==> src/rtl/lane_stripe_ctrl.sv <==
// Round-robin byte-striping controller: spreads one valid-tagged word stream across
// up to LANES output lanes and pads the open stripe to a lane-0 boundary on stop.
module lane_stripe_ctrl #(
    parameter int unsigned LANES   = 4,
    parameter logic [7:0]  PAD_SYM = 8'hF7
) (
    input  logic                 clk,
    input  logic                 reset,
    input  logic [8:0]           in_data,
    output logic                 in_ready,
    input  logic [1:0]           lane_cfg,
    input  logic                 start,
    input  logic                 stop,
    input  logic [LANES-1:0]     lane_ready,
    output logic [9*LANES-1:0]   out_data,
    output logic                 busy,
    output logic [15:0]          stripe_cnt
);

    localparam int unsigned SW = $clog2(LANES);

    localparam logic [1:0] IDLE   = 2'd0;
    localparam logic [1:0] STRIPE = 2'd1;
    localparam logic [1:0] DRAIN  = 2'd2;

    logic [1:0]    state;
    logic [SW-1:0] sel;
    logic [SW:0]   act;
    logic [SW:0]   act_dec;
    int unsigned   cfg_lanes;
    logic          sel_last;
    logic [SW-1:0] sel_inc;
    logic          accept;
    logic          pad;
    logic          wr_en;
    logic [8:0]    wr_word;

    always_comb begin
        cfg_lanes = 1;
        case (lane_cfg)
            2'd0:    cfg_lanes = 1;
            2'd1:    cfg_lanes = 2;
            2'd2:    cfg_lanes = 4;
            default: cfg_lanes = LANES;
        endcase
        act_dec = (cfg_lanes > LANES) ? (SW+1)'(LANES) : (SW+1)'(cfg_lanes);
    end

    assign sel_last = ({1'b0, sel} == (act - 1'b1));
    assign sel_inc  = sel_last ? '0 : sel + 1'b1;

    assign in_ready = (state == STRIPE) && lane_ready[sel];
    assign busy     = (state != IDLE);

    // Lane 0 is never padded: a drain that reaches sel==0 has completed the stripe.
    assign accept  = in_ready && in_data[0];
    assign pad     = (state == DRAIN) && (sel != '0) && lane_ready[sel];
    assign wr_en   = accept || pad;
    assign wr_word = pad ? {PAD_SYM, 1'b1} : in_data;

    always_ff @(posedge clk or negedge reset) begin
        if (!reset) begin
            state      <= IDLE;
            sel        <= '0;
            act        <= (SW+1)'(1);
            out_data   <= '0;
            stripe_cnt <= '0;
        end else begin
            out_data <= '0;
            for (int unsigned k = 0; k < LANES; k++) begin
                if (wr_en && (sel == SW'(k)))
                    out_data[9*k +: 9] <= wr_word;
            end

            case (state)
                IDLE: begin
                    if (start) begin
                        state      <= STRIPE;
                        act        <= act_dec;
                        sel        <= '0;
                        stripe_cnt <= '0;
                    end
                end
                STRIPE: begin
                    if (accept) begin
                        sel        <= sel_inc;
                        stripe_cnt <= stripe_cnt + 16'd1;
                    end
                    if (stop)
                        state <= DRAIN;
                end
                DRAIN: begin
                    if (sel == '0) begin
                        state <= IDLE;
                    end else if (pad) begin
                        sel <= sel_inc;
                        if (sel_last)
                            state <= IDLE;
                    end
                end
                default: state <= IDLE;
            endcase
        end
    end

endmodule

==> config.mk <==
export PLATFORM = sky130hd
export DESIGN_NAME = lane_stripe_ctrl
export DESIGN_NICKNAME = d
export VERILOG_FILES = /design/src/rtl/lane_stripe_ctrl.sv
export SDC_FILE = /design/constraint.sdc
export NUM_CORES = 1
export LEC_CHECK = 0
export CORE_ASPECT_RATIO = 1.25
export CORE_MARGIN = 1.5
export CORE_UTILIZATION = 47
export DETAILED_ROUTE_END_ITERATION = 6
export PLACE_DENSITY_LB_ADDON = 0.2
export REMOVE_ABC_BUFFERS = 1
export SLEW_MARGIN = 20
export SYNTH_ARGS = -nofsm -noshare
export SYNTH_HDL_FRONTEND = slang
export SYNTH_SLANG_ARGS = --single-unit
==> constraint.sdc <==
create_clock -name clk -period 2.8 [get_ports clk]
set_clock_uncertainty 0.15 [all_clocks]
set_input_delay 0.28 -clock clk [delete_from_list [all_inputs] [get_ports clk]]
set_output_delay 0.28 -clock clk [all_outputs]
set_load 0.01 [all_outputs]
==> results.cfg <==
[pwr]
power_density_nw_per_um2 = 745
p_leak_nw = 1.64
ir_worst_vdd_mv = 0.577

[logic_synthesis]
synth_top_area_share_pct = 57.4
synth_area_um2 = 2530
yosysSeqAreaShare_pct = 58.5
yosys_warnings = 0
yosys-top-cells-count = dfrtp_1 (58), nor2_1 (48), nand2_1 (21)
synth_area_per_cell_um2 = 10.7
synth.area.top_cells = dfrtp_1 (57%), nor2_1 (7.1%), ha_1 (5.4%)
synth_ff_type = dfrtp_1
yosysMostFrequentCell = dfrtp_1
ys_seq_elements = 59
yosys.area.top_type = dfrtp_1
synth_cells = 237
synth_cell_type_count = 39
ys_async_sr_fraction_pct = 100
synth_edf_count = 0

[placed_design]
io_buffers = 72
hpwlAfterDp_um = 3930
gp_congestion = 0.793
dp_cells = 368

[sta]
max_slew_margin_pct = 52.5
rsz0062_at_grt = no
fmax_ghz = 0.384
tns_ns = 0
hold_ws_ns = 0.340
finalSetupViolCount = 0
finalCritPeriodShare_pct = 93.1
timing.final.max_slew_violations = 0
tightest_slew_ns = 0.713
hold_viol_final = 0
period_minus_slack_ns = 2.61

[global_route]
grt_pass1_wl_um = 9030
grt_pass1_vias = 1853
grt_max_degree = 60
grt_usage_pct = 21.5
grt_overflow_total = 0
antenna_found_initial = 0

[setup_path]
r2r-start = state[1]
worst-path-max-fanout = 6
end_kind = output pin
critical_path_class = reg2out
reg2regPathDepth = 7
rrSetupSlack_ns = 0.46
crit_required_ns = 2.37
arrival_ns = 2.18
r2r-end = stripe_cnt[11]
start_kind = register

[floorplanning]
die-width_um = 68.6
num_io_pins = 73
start_util_pct = 49.4
core_um2 = 5120
die_y_um = 85.0
rows = 29
die-area_um2 = 5830

[routing]
viasPerCell = 5.13
first_pass_iters = 4
ant_nets = 0
num_vias = 1975
finalWirelength_um = 5560
wire_per_inst_um = 14.4
drc = 0
drt_iter0_drc = 171

[final_layout]
fin_nets = 348
fin_cells = 385
num_antenna_cells = 0
final_layout_size_suffix_gt1_share_pct = 9.91
syn_to_final_growth_pct = 40.0

[hold_path]
min_from = act[0]
whs_path_depth = 2
hold_end = act[0]
hold_path.class = reg2reg

[status]
status = complete, no violations

[clock_network]
numCtsBuffers = 9
clkTransAtPathRegs_ns = 0.07
post_cts_buffers = 0
insertion_delay_ns = 0.34
cts_buffer_depth = 2
cts-htree-levels = 3
cts_tree = yes
cts.sinks = 59
cts_root_buf = clkbuf_8

[flow_run]
drv_cap = 0
## layout make-up
| type | instances | area [µm²] |
|---|---|---|
| clock buffer | 9 | 124 |
| clock inverter | 7 | 101 |
| fill | 399 | 1580 |
| inverter | 16 | 60.1 |
| multi-input combinational | 157 | 956 |
| sequential | 59 | 1480 |
| tap | 62 | 77.6 |
| timing repair buffer | 75 | 741 |
## repair_timing
action	4_1_cts	5_1_grt
setup endpoints to repair	0	0
hold buffers	1	0
resized for setup	0	0
endpoints found under the hold margin	58	0
## critical path, stage by stage (launching register included)
cell,delay (ns)
dfrtp_1,0.49
mux4_2,0.63
and2_2,0.24
clkdlybuf4s50_1,0.47
## registers in the layout, indices dropped and copies added (netlist names)
| name | flops |
|---|---|
| out_data | 36 |
| stripe_cnt | 16 |
| act | 3 |
| sel | 2 |
| state | 2 |
## layout by cell type (no fill, tap or decap), types with 2 or more instances in the layout
cell | synthesis | final
clkdlybuf4s50_1 | 0 | 71
dfrtp_1 | 58 | 58
nor2_1 | 48 | 48
nand2_1 | 21 | 21
inv_1 | 16 | 16
ha_1 | 11 | 11
nand3_1 | 9 | 9
clkbuf_8 | 0 | 9
o21ai_0 | 8 | 8
a21oi_1 | 7 | 7
xor2_1 | 6 | 6
nand2b_1 | 4 | 4
or3_1 | 4 | 4
or4_1 | 4 | 4
nor3_1 | 3 | 3
o31ai_1 | 3 | 3
mux2i_1 | 3 | 3
nand4_1 | 2 | 2
or2_2 | 2 | 2
o211ai_1 | 2 | 2
a22o_1 | 2 | 2
mux2_2 | 2 | 2
bufinv_16 | 0 | 2
clkinv_4 | 0 | 2
clkinvlp_4 | 0 | 2
buf_4 | 0 | 2
## power breakdown
part	internal [mW]	switching [mW]	total (mW)
clock network	0.506	0.358	0.864
logic	0.341	0.418	0.759
registers	0.942	0.0708	1.01
total	1.79	0.847	2.64
## worst max path at each step
stage / from / endpoint / slack, ns / cells past startpoint
final: sel[0] / in_ready / 0.19 / 3
after global placement: lane_ready[3] / in_ready / 0.44 / 4
after CTS: sel[0] / in_ready / 0.17 / 3
after global routing: sel[0] / in_ready / 0.14 / 3
after detailed placement: lane_ready[2] / stripe_cnt[5] / 0.41 / 6
after floorplan: state[1] / stripe_cnt[11] / 0.76 / 7
## cells by family after synthesis
logic type	share of synthesized area [%]
AO/OA/AOI/OAI	8.17
XOR/XNOR	2.43
adder cells (fa/ha/maj)	5.45
buffers and inverters	3.71
flip-flops	58.5
multiplexers	2.97
AND/OR/NAND/NOR	18.8
## metrics by stage
step | power, mW | util (%) | cell area (µm²) | setup slack [ns]
6_report | 2.64 | 69.1 | 3540 | 0.194
5_1_grt | 2.79 | 69.1 | 3540 | 0.141
4_1_cts | 2.67 | 69.1 | 3540 | 0.174
3_5_place_dp | 1.79 | 64.5 | 3300 | 0.407
3_3_place_gp | 1.77 | 64.5 | 3300 | 0.442
2_1_floorplan | 1.51 | - | 2490 | 0.756
## layer usage
layer / up-vias / wire length (µm) / global-route usage (%)
li1: 954 / - / -
met1: 955 / 2230 / 26.5
met2: 58 / 2950 / 34.8
met3: 8 / 282 / 6.50
met4: 0 / 101 / 8.36
met5: - / 0 / 0
No activity file was read; power rests on OpenSTA's default activity.
